===== config.mk =====
export PLATFORM = sky130hd
export DESIGN_NAME = reg_bank_writer_flat
export DESIGN_NICKNAME = d
export VERILOG_FILES = /design/src/rtl/reg_bank_writer_if.sv /design/src/rtl/reg_bank_writer.sv /design/src/flat_wrapper.sv
export SDC_FILE = /design/constraint.sdc
export NUM_CORES = 1
export LEC_CHECK = 0
export ABC_AREA = 1
export CORE_UTILIZATION = 50
export DETAILED_ROUTE_END_ITERATION = 6
export PLACE_DENSITY_LB_ADDON = 0.3
export SLEW_MARGIN = 20
export SYNTH_ARGS = -nofsm -noshare
export SYNTH_HDL_FRONTEND = slang
export SYNTH_SLANG_ARGS = --single-unit

===== constraint.sdc =====
create_clock -name clk -period 8 [get_ports clk]
set_input_delay 1.2 -clock clk [delete_from_list [all_inputs] [get_ports clk]]
set_output_delay 1.2 -clock clk [all_outputs]
set_load 0.05 [all_outputs]

===== src/rtl/reg_bank_writer_if.sv =====
// Write-request bus of the register bank writer: valid/ready request
// channel plus the done/err completion pulses returned by the bank.
interface reg_bank_writer_if #(
  parameter int DATA_W = 8
);
  logic              wr_valid;
  logic              wr_ready;
  logic [2:0]        wr_adres;
  logic [DATA_W-1:0] wr_data;
  logic [1:0]        wr_op;
  logic [7:0]        wr_protect;
  logic              done;
  logic              err;

  modport master (
    output wr_valid, wr_adres, wr_data, wr_op, wr_protect,
    input  wr_ready, done, err
  );

  modport slave (
    input  wr_valid, wr_adres, wr_data, wr_op, wr_protect,
    output wr_ready, done, err
  );
endinterface


===== src/rtl/reg_bank_writer.sv =====
// Eight-register bank updated by LOAD/INC/DEC/CLR requests through a
// three-state IDLE/EXEC/DONE sequencer with per-register write protection.
module reg_bank_writer #(
  parameter int DATA_W = 8
) (
  input  logic              clk,
  input  logic              rst_n,
  reg_bank_writer_if.slave  bus,
  output logic              flag_c,
  output logic [DATA_W-1:0] R0,
  output logic [DATA_W-1:0] R1,
  output logic [DATA_W-1:0] R2,
  output logic [DATA_W-1:0] R3,
  output logic [DATA_W-1:0] R4,
  output logic [DATA_W-1:0] R5,
  output logic [DATA_W-1:0] R6,
  output logic [DATA_W-1:0] R7
);

  typedef enum logic [1:0] {
    ST_IDLE = 2'b00,
    ST_EXEC = 2'b01,
    ST_DONE = 2'b10
  } state_t;

  localparam logic [1:0] OP_LOAD = 2'b00;
  localparam logic [1:0] OP_INC  = 2'b01;
  localparam logic [1:0] OP_DEC  = 2'b10;
  localparam logic [1:0] OP_CLR  = 2'b11;

  localparam logic [DATA_W-1:0] ONE_C   = {{(DATA_W-1){1'b0}}, 1'b1};
  localparam logic [DATA_W-1:0] ZERO_C  = {DATA_W{1'b0}};
  localparam logic [DATA_W-1:0] ONES_C  = {DATA_W{1'b1}};

  // Returns {wrap, value}; wrap is only meaningful for INC and DEC.
  function automatic logic [DATA_W:0] op_result(
    input logic [1:0]        op,
    input logic [DATA_W-1:0] cur,
    input logic [DATA_W-1:0] data
  );
    logic [DATA_W:0] res;
    res = {1'b0, ZERO_C};
    case (op)
      OP_LOAD: res = {1'b0, data};
      OP_INC:  res = {(cur == ONES_C), cur + ONE_C};
      OP_DEC:  res = {(cur == ZERO_C), cur - ONE_C};
      OP_CLR:  res = {1'b0, ZERO_C};
      default: res = {1'b0, ZERO_C};
    endcase
    return res;
  endfunction

  state_t              state_r;
  state_t              state_nxt_s;
  logic                ready_r;
  logic                done_r;
  logic                err_r;
  logic                flag_c_r;
  logic [1:0]          op_r;
  logic [2:0]          adr_r;
  logic [DATA_W-1:0]   data_r;
  logic                prot_r;
  logic [DATA_W-1:0]   regs_r [8];
  logic                accept_s;
  logic [DATA_W:0]     result_s;

  assign accept_s = bus.wr_valid && ready_r;
  assign result_s = op_result(op_r, regs_r[adr_r], data_r);

  // Next-state logic of the request sequencer.
  always_comb begin
    state_nxt_s = state_r;
    case (state_r)
      ST_IDLE: begin
        if (accept_s) begin
          state_nxt_s = ST_EXEC;
        end else begin
          state_nxt_s = ST_IDLE;
        end
      end
      ST_EXEC: state_nxt_s = ST_DONE;
      ST_DONE: state_nxt_s = ST_IDLE;
      default: state_nxt_s = ST_IDLE;
    endcase
  end

  // State, holding registers, register file and flop-driven status outputs.
  always_ff @(posedge clk or negedge rst_n) begin
    if (!rst_n) begin
      state_r  <= ST_IDLE;
      ready_r  <= 1'b1;
      done_r   <= 1'b0;
      err_r    <= 1'b0;
      flag_c_r <= 1'b0;
      op_r     <= 2'b00;
      adr_r    <= 3'b000;
      data_r   <= ZERO_C;
      prot_r   <= 1'b0;
      for (int i = 0; i < 8; i++) begin
        regs_r[i] <= ZERO_C;
      end
    end else begin
      state_r <= state_nxt_s;
      // ready tracks the upcoming state so it is IDLE-exact yet still a flop.
      ready_r <= (state_nxt_s == ST_IDLE);
      done_r  <= (state_r == ST_EXEC);
      err_r   <= (state_r == ST_EXEC) && prot_r;
      if (accept_s) begin
        op_r   <= bus.wr_op;
        adr_r  <= bus.wr_adres;
        data_r <= bus.wr_data;
        prot_r <= bus.wr_protect[bus.wr_adres];
      end
      if ((state_r == ST_EXEC) && !prot_r) begin
        regs_r[adr_r] <= result_s[DATA_W-1:0];
        if ((op_r == OP_INC) || (op_r == OP_DEC)) begin
          flag_c_r <= result_s[DATA_W];
        end
      end
    end
  end

  assign bus.wr_ready = ready_r;
  assign bus.done     = done_r;
  assign bus.err      = err_r;
  assign flag_c       = flag_c_r;
  assign R0 = regs_r[0];
  assign R1 = regs_r[1];
  assign R2 = regs_r[2];
  assign R3 = regs_r[3];
  assign R4 = regs_r[4];
  assign R5 = regs_r[5];
  assign R6 = regs_r[6];
  assign R7 = regs_r[7];

endmodule


===== src/flat_wrapper.sv =====
// flat-port wrapper written by rule: the top's interface ports become plain ports
module reg_bank_writer_flat 
#(
  parameter int DATA_W = 8
)
  (clk, rst_n, flag_c, R0, R1, R2, R3, R4, R5, R6, R7, bus_wr_valid, bus_wr_adres, bus_wr_data, bus_wr_op, bus_wr_protect, bus_wr_ready, bus_done, bus_err);
  reg_bank_writer_if #(.DATA_W(DATA_W)) bus_i ();
  input  logic clk;
  input  logic rst_n;
  output logic flag_c;
  output logic [DATA_W-1:0] R0;
  output logic [DATA_W-1:0] R1;
  output logic [DATA_W-1:0] R2;
  output logic [DATA_W-1:0] R3;
  output logic [DATA_W-1:0] R4;
  output logic [DATA_W-1:0] R5;
  output logic [DATA_W-1:0] R6;
  output logic [DATA_W-1:0] R7;
  input wire logic [$bits(bus_i.wr_valid)-1:0] bus_wr_valid;
  input wire logic [$bits(bus_i.wr_adres)-1:0] bus_wr_adres;
  input wire logic [$bits(bus_i.wr_data)-1:0] bus_wr_data;
  input wire logic [$bits(bus_i.wr_op)-1:0] bus_wr_op;
  input wire logic [$bits(bus_i.wr_protect)-1:0] bus_wr_protect;
  output wire logic [$bits(bus_i.wr_ready)-1:0] bus_wr_ready;
  output wire logic [$bits(bus_i.done)-1:0] bus_done;
  output wire logic [$bits(bus_i.err)-1:0] bus_err;
  assign bus_i.wr_valid = bus_wr_valid;
  assign bus_i.wr_adres = bus_wr_adres;
  assign bus_i.wr_data = bus_wr_data;
  assign bus_i.wr_op = bus_wr_op;
  assign bus_i.wr_protect = bus_wr_protect;
  assign bus_wr_ready = bus_i.wr_ready;
  assign bus_done = bus_i.done;
  assign bus_err = bus_i.err;
  reg_bank_writer #(.DATA_W(DATA_W)) u_core (.clk(clk), .rst_n(rst_n), .bus(bus_i), .flag_c(flag_c), .R0(R0), .R1(R1), .R2(R2), .R3(R3), .R4(R4), .R5(R5), .R6(R6), .R7(R7));
endmodule

==> results_dict.tcl, run 1 <==
set metrics [dict create \
    outcome "finished, final reports clean" \
    synth.distinct_cells 39 \
    max-vdd-ir-drop_mv 0.269 \
    crit_top_cell "nand2_1" \
    p_sw_uw 1340 \
    yosysMostFrequentCell "nand2_1" \
    grt_max_degree 84 \
    cts-hold-fix-buffers 0 \
    hp-class "flip-flop to flip-flop" \
    cp-start-kind "flip-flop" \
    die_h_um 95.2 \
    port_buffers 91 \
    viasPerCell 5.34 \
    slew_violations 0 \
    drt-pass1-iter-count 5 \
    p_leak_uw 0.00270 \
    synth_area_leaders "dfrtp_1 47%, nand2_1 23%, inv_1 4.1%" \
    tns_ns 0 \
    p_comb_frac 0.567 \
    synthTopCellsByCount "269 x nand2_1, 82 x dfrtp_1, 48 x inv_1" \
    drt_iter0_markers 268 \
    setup_viol 0 \
    fin_skew_ns 0.0141 \
    maxCapViolations 0 \
    core_area_um2 8300 \
    fillers 716 \
    synth_edf_count 0 \
    wirelength_um 12000 \
    worstSkewPairLatency_ns 0.35 \
    fin_crit_ns 3.51 \
    syn-cell-area_um2 4350 \
    seq_area_frac_synth 0.478 \
    synthArstFlopShare 1.00 \
    die_x_um 95.2 \
    cts_resized 0 \
    synth_seq_cells 83 \
    path_cells "inv_2, nand2_2, inv_2, nand2_1, nand2_1, inv_1, nand4_2, ha_1, a21oi_1, nand2_1, nand2_1, nand2_1, a21oi_1, nor2_1, o21ai_1, nand2_1, o21ai_0" \
    antenna_found_initial 0 \
    grt_pass1_vias 3918 \
    post-route-drc-count 0 \
    vias 4148 \
    syn_to_final_growth_pct 27.5 \
    cts_root_buf "clkbuf_8" \
    cts_tree "built" \
    critPathCaptureType "flip-flop" \
    power_frac_seq 0.292 \
    cp_max_fo 33 \
    diodes 0 \
    crit_family "compound AO/OA/AOI/OAI gates" \
    grt_overflow_total 0 \
    grt_pass1_wl_um 19300 \
    hold_viol_final 0 \
    synth_top_area_share 0.472 \
    syn_avg_cell_area_um2 7.54 \
    post_cts_buffers 0 \
    final_cells 777 \
    crit_buf_inv 3 \
    tightest_slew_ns 0.869 \
    postSynthCellCount 576 \
    placementRows 33 \
    cts_sinks 83 \
    swShare 0.522 \
    dp.cells 761 \
    dp_hpwl_um 8810 \
    slowest_delay_ns 0.77 \
    p_clk_frac 0.141 \
    intPower_uw 1220 \
    cts_max_path_buffers 2 \
    crit_required_ns 8.27 \
    io_pins 92 \
    dieArea_um2 9070 \
    crit_type "flip-flop to flip-flop" \
    cts.htree.levels 3 \
    cts_buffers 9 \
    nets 701 \
    synth_fp_nets 610 \
    crit_arrival_ns 3.77 \
    powerDensity_nw_per_um2 462 \
    drive_gt1_frac 0.0625 \
    synth-main-ff-cell "dfrtp_1" \
    max_slew_margin 0.417 \
    rsz0062_at_grt "false" \
    crit_slowest_cell "dfrtp_2" \
    finalCritPeriodShare 0.438 \
    ys.warnings.count 0 \
    ant_nets 0 \
    path_clk_slew_ns 0.09 \
    place.gp.congestion 0.954 \
    grt_usage 0.284 \
    initial_core_util 0.524 \
    synth_top_area_cell "dfrtp_1" \
    fmax_ghz 0.285 \
    wl_per_cell_um 15.4 \
    power_uw 2560 \
]
-- worst paths after layout --
check                                   from                 to  slack (ns)  depth (start not counted)
max                          u_core.adr_r[0]       u_core.R3[6]        4.49                         17
min                        u_core.state_r[0]  u_core.state_r[0]        0.45                          1
max reg2reg                  u_core.adr_r[0]       u_core.R3[6]        4.49                         17
min reg2reg                u_core.state_r[0]  u_core.state_r[0]        0.45                          1
max in group asynchronous              rst_n       u_core.R1[2]        6.58                          1
min in group asynchronous              rst_n       u_core.R7[5]        0.87                          1
-- layout by cell type (no fill, tap or decap), types with 2 or more instances in the layout --
cell type	count
a31oi_1	8
nand3b_1	3
inv_1	48
nand2_2	4
o21ai_0	35
clkbuf_1	2
o21ai_1	16
nand3_2	2
clkbuf_8	9
ha_1	9
nand4_1	2
nor2_1	29
inv_2	5
dfrtp_1	81
o21ai_2	2
nand3_1	8
clkinv_1	3
clkdlybuf4s50_1	90
nor2_2	5
a21oi_1	16
nor3_1	2
nand2_1	269
bufinv_16	3
-- power groups by stage --
stage	clock network, uW	registers (uW)	logic (uW)
CTS	365	744	1450
global placement	0	747	1420
global route	385	769	1570
floorplan	0	1130	591
detailed placement	0	751	1440
finish	362	747	1450
-- layout make-up --
| class | instances | area [um^2] | area share |
|---|---|---|---|
| Sequential cell | 83 | 2080 | 0.375 |
| Tap cell | 105 | 131 | 0.0237 |
| Clock inverter | 5 | 104 | 0.0187 |
| Clock buffer | 11 | 131 | 0.0237 |
| Inverter | 56 | 210 | 0.0379 |
| Timing Repair Buffer | 91 | 912 | 0.165 |
| Multi-Input combinational cell | 426 | 1970 | 0.356 |
-- registers in the layout (all words and copies together), names as in the netlist --
register,flops
u_core.op_r,2
u_core.R3,8
u_core.bus.wr_ready,1
u_core.bus.done,1
u_core.adr_r,3
u_core.R1,8
u_core.R6,8
u_core.data_r,8
u_core.R4,8
u_core.R0,8
u_core.bus.err,1
u_core.R2,8
u_core.flag_c,1
u_core.state_r,1
u_core.R7,8
u_core.R5,8
u_core.prot_r,1
-- cells by family (layout without fill, tap and decap cells) --
group,count (synthesis),in the layout,share of synthesized area
buffers and inverters,67,163,0.0677
XOR/XNOR,1,1,0.00202
AO/OA/AOI/OAI,86,86,0.111
flip-flops,83,83,0.478
adder cells (fa/ha/maj),10,10,0.0305
AND/OR/NAND/NOR,329,329,0.310
-- per-layer routing --
metal  global-route usage  part of all wire  vias to the layer above
met1                0.375              0.44                     1938
met3               0.0502             0.065                       30
met4                0.138             0.037                        0
met5                    0                 0                        -
met2                0.451              0.46                      180
li1                     -                 -                     2000
-- stage by stage --
| stage | hold WS [ns] | setup WS (ns) | util | area, um^2 |
|---|---|---|---|---|
| 4_1_cts | 0.450 | 4.12 | 0.667 | 5540 |
| 5_1_grt | 0.461 | 4.19 | 0.668 | 5540 |
| 3_3_place_gp | 0.437 | 4.32 | 0.639 | 5300 |
| 2_1_floorplan | 0.425 | 5.40 | - | 4350 |
| 6_report | 0.447 | 4.49 | 0.668 | 5540 |
| 3_5_place_dp | 0.438 | 4.12 | 0.639 | 5300 |
No activity file was read; power rests on OpenSTA's default activity.
==> inputs of run 2 (changes only) <==
- CORE_UTILIZATION: 50 -> 46
- clock period: 8 -> 2.81 ns (I/O delays scaled with it)
==> run 2 against run 1 <==
The flow now finishes with violations (design-rule violations). Critical path depth is 1 higher. Final cell count is 3.7% higher. First-iteration DRC count is 6.7% higher. Die area is 8.5% higher. Combinational power grew to 3.2 times the previous value. Clock skew is 0.0023 ns lower. Register-to-register slack worse by 4.3 ns. Wire length is 1.7% higher. Power grew to 3.0 times the previous value. Sequential power grew to 2.7 times the previous value. Count of clock-buffer cells in the layout stayed put. Global-route usage is 2.4 points lower. Critical endpoint is now u_core.R7[5]. Largest cell class unchanged. Highest routed layer unchanged.
==> results_dict.tcl, run 2 (synthesis gave the netlist of run 1 again) <==
set metrics [dict create \
    outcome "complete, but fails checks" \
    violations "design-rule violations" \
    grt_pass1_vias 4079 \
    crit_buf_inv 4 \
    hold_viol_final 0 \
    rsz0062_at_grt "true" \
    cts_tree "built" \
    crit_family "simple AND/OR/NAND/NOR gates" \
    fmax_ghz 0.376 \
    diodes 0 \
    crit_top_cell "nand2_1" \
    max_slew_margin 0.656 \
    cts.htree.levels 3 \
    timing.reg2reg.setup_slack_ns 0.15 \
    finalCritPeriodShare 0.947 \
    drive_gt1_frac 0.112 \
    grt_pass1_wl_um 19900 \
    p_leak_uw 0.00283 \
    viasPerCell 5.28 \
    rr_startpoint "u_core.adr_r[0]" \
    initial_core_util 0.473 \
    core_area_um2 9200 \
    worstSkewPairLatency_ns 0.37 \
    maxCapViolations 0 \
    final_cell_mix "268 x nand2_1, 90 x clkdlybuf4s50_1, 80 x dfrtp_1" \
    crit_type "flip-flop to flip-flop" \
    r2r_end "u_core.R7[5]" \
    cts_max_path_buffers 2 \
    path_cells "buf_12, buf_2, nand2_1, nand2_1, nand2_1, nand2_1, nand2_1, nand4_1, ha_4, buf_4, nand2_1, o21a_1, nand3_2, nand2_2, o21ai_4, buf_12, nand2_1, nand2_1" \
    path_clk_slew_ns 0.09 \
    dp_hpwl_um 9030 \
    die_h_um 99.2 \
    reg2reg_depth 18 \
    grt.busiest_layer "met2" \
    setup_viol 0 \
    met3_usage 0.0450 \
    grt_use_met2 0.421 \
    post-route-drc-count 2 \
    drt-pass1-iter-count 7 \
    crit_slowest_cell "dfrtp_2" \
    crit_arrival_ns 2.97 \
    die_x_um 99.2 \
    grt_max_degree 45 \
    critPathCaptureType "flip-flop" \
    dieArea_um2 9840 \
    fin_skew_ns 0.0118 \
    slew_violations 0 \
    syn_to_final_growth_pct 34.4 \
    antenna_found_initial 0 \
    max-vdd-ir-drop_mv 0.595 \
    fin_crit_ns 2.66 \
    crit_required_ns 3.12 \
    slowest_delay_ns 0.45 \
    powerDensity_nw_per_um2 1330 \
    nets 724 \
    grt_usage 0.260 \
    pre_cts_ws_ns -0.00329 \
    cp-start-kind "flip-flop" \
    place.gp.congestion 0.911 \
    layout_setup_ws_ns 0.149 \
    placed_area_um2 5420 \
    tightest_slew_ns 0.515 \
    cts_sinks 83 \
    port_buffers 91 \
    io_pins 92 \
    cts_root_buf "clkbuf_8" \
    wl_per_cell_um 15.1 \
    cts_buffers 9 \
    vias 4253 \
    fin_area_um2 5840 \
    drt_iter0_markers 286 \
    grt_use_met1 0.353 \
    hp-class "primary input to async pin" \
    cp_num_cells 18 \
    placementRows 35 \
    ant_nets 0 \
    cp_max_fo 8 \
    final_common_cell "nand2_1" \
    wirelength_um 12200 \
    grt_overflow_total 0 \
]
run 2: cell types whose count changed in the layout (fill, tap and decap cells not counted), sizes merged:
cell | before | now
clkbuf | 11 | 12
clkinvlp | 0 | 1
clkinv | 5 | 4
inv | 53 | 54
bufinv | 3 | 2
buf | 1 | 23
run 2: power by group:
group / internal, uW / leakage (uW) / total (uW) / switching, uW
Sequential: 1650 / 0.00110 / 2050 / 398
Clock: 530 / 0.000110 / 993 / 463
Combinational: 1610 / 0.00162 / 4710 / 3100
Total: 3800 / 0.00283 / 7760 / 3960
run 2: per-layer routing:
metal | vias up | part of all wire
li1 | 2046 | -
met1 | 1985 | 0.44
met2 | 195 | 0.47
met3 | 27 | 0.067
met4 | 0 | 0.024
met5 | - | 0
run 2: worst max path at each step:
stage | from | endpoint | slack, ns
floorplan | u_core.adr_r[0] | u_core.R4[6] | 0.21
global placement | u_core.adr_r[2] | u_core.R4[7] | 0.05
detailed placement | u_core.adr_r[2] | u_core.R4[7] | -0.003
CTS | u_core.adr_r[2] | u_core.R4[7] | 0.004
global route | u_core.adr_r[0] | u_core.R3[6] | -0.02
finish | u_core.adr_r[0] | u_core.R7[5] | 0.15
run 2: what timing repair did:
item	in CTS	in global routing
buffers inserted	0	9
resized for setup	1	24
hold buffers	0	0
pin swaps	0	3
gates cloned	0	1
setup endpoints to repair	5	40
run 2: final cells by class:
type                    count  area, um^2
clock inverters             5        85.1
inverters                  56         223
multi-input cells         426        2040
flip-flops and latches     83        2080
clock buffers              11         141
well taps                 111         139
repair buffers            114        1130
fillers                   803        3360
run 2: per-stage QoR:
stage	cells	total power (uW)	utilization	hold WS, ns	TNS, ns
after detailed placement	780	6390	0.589	0.429	-0.00329
after floorplan	576	4910	-	0.126	0
final	806	7760	0.635	0.0125	0
after global placement	780	6330	0.589	0.429	0
after global routing	806	8200	0.635	0.0703	-0.0539
after CTS	796	7410	0.615	0.0346	0
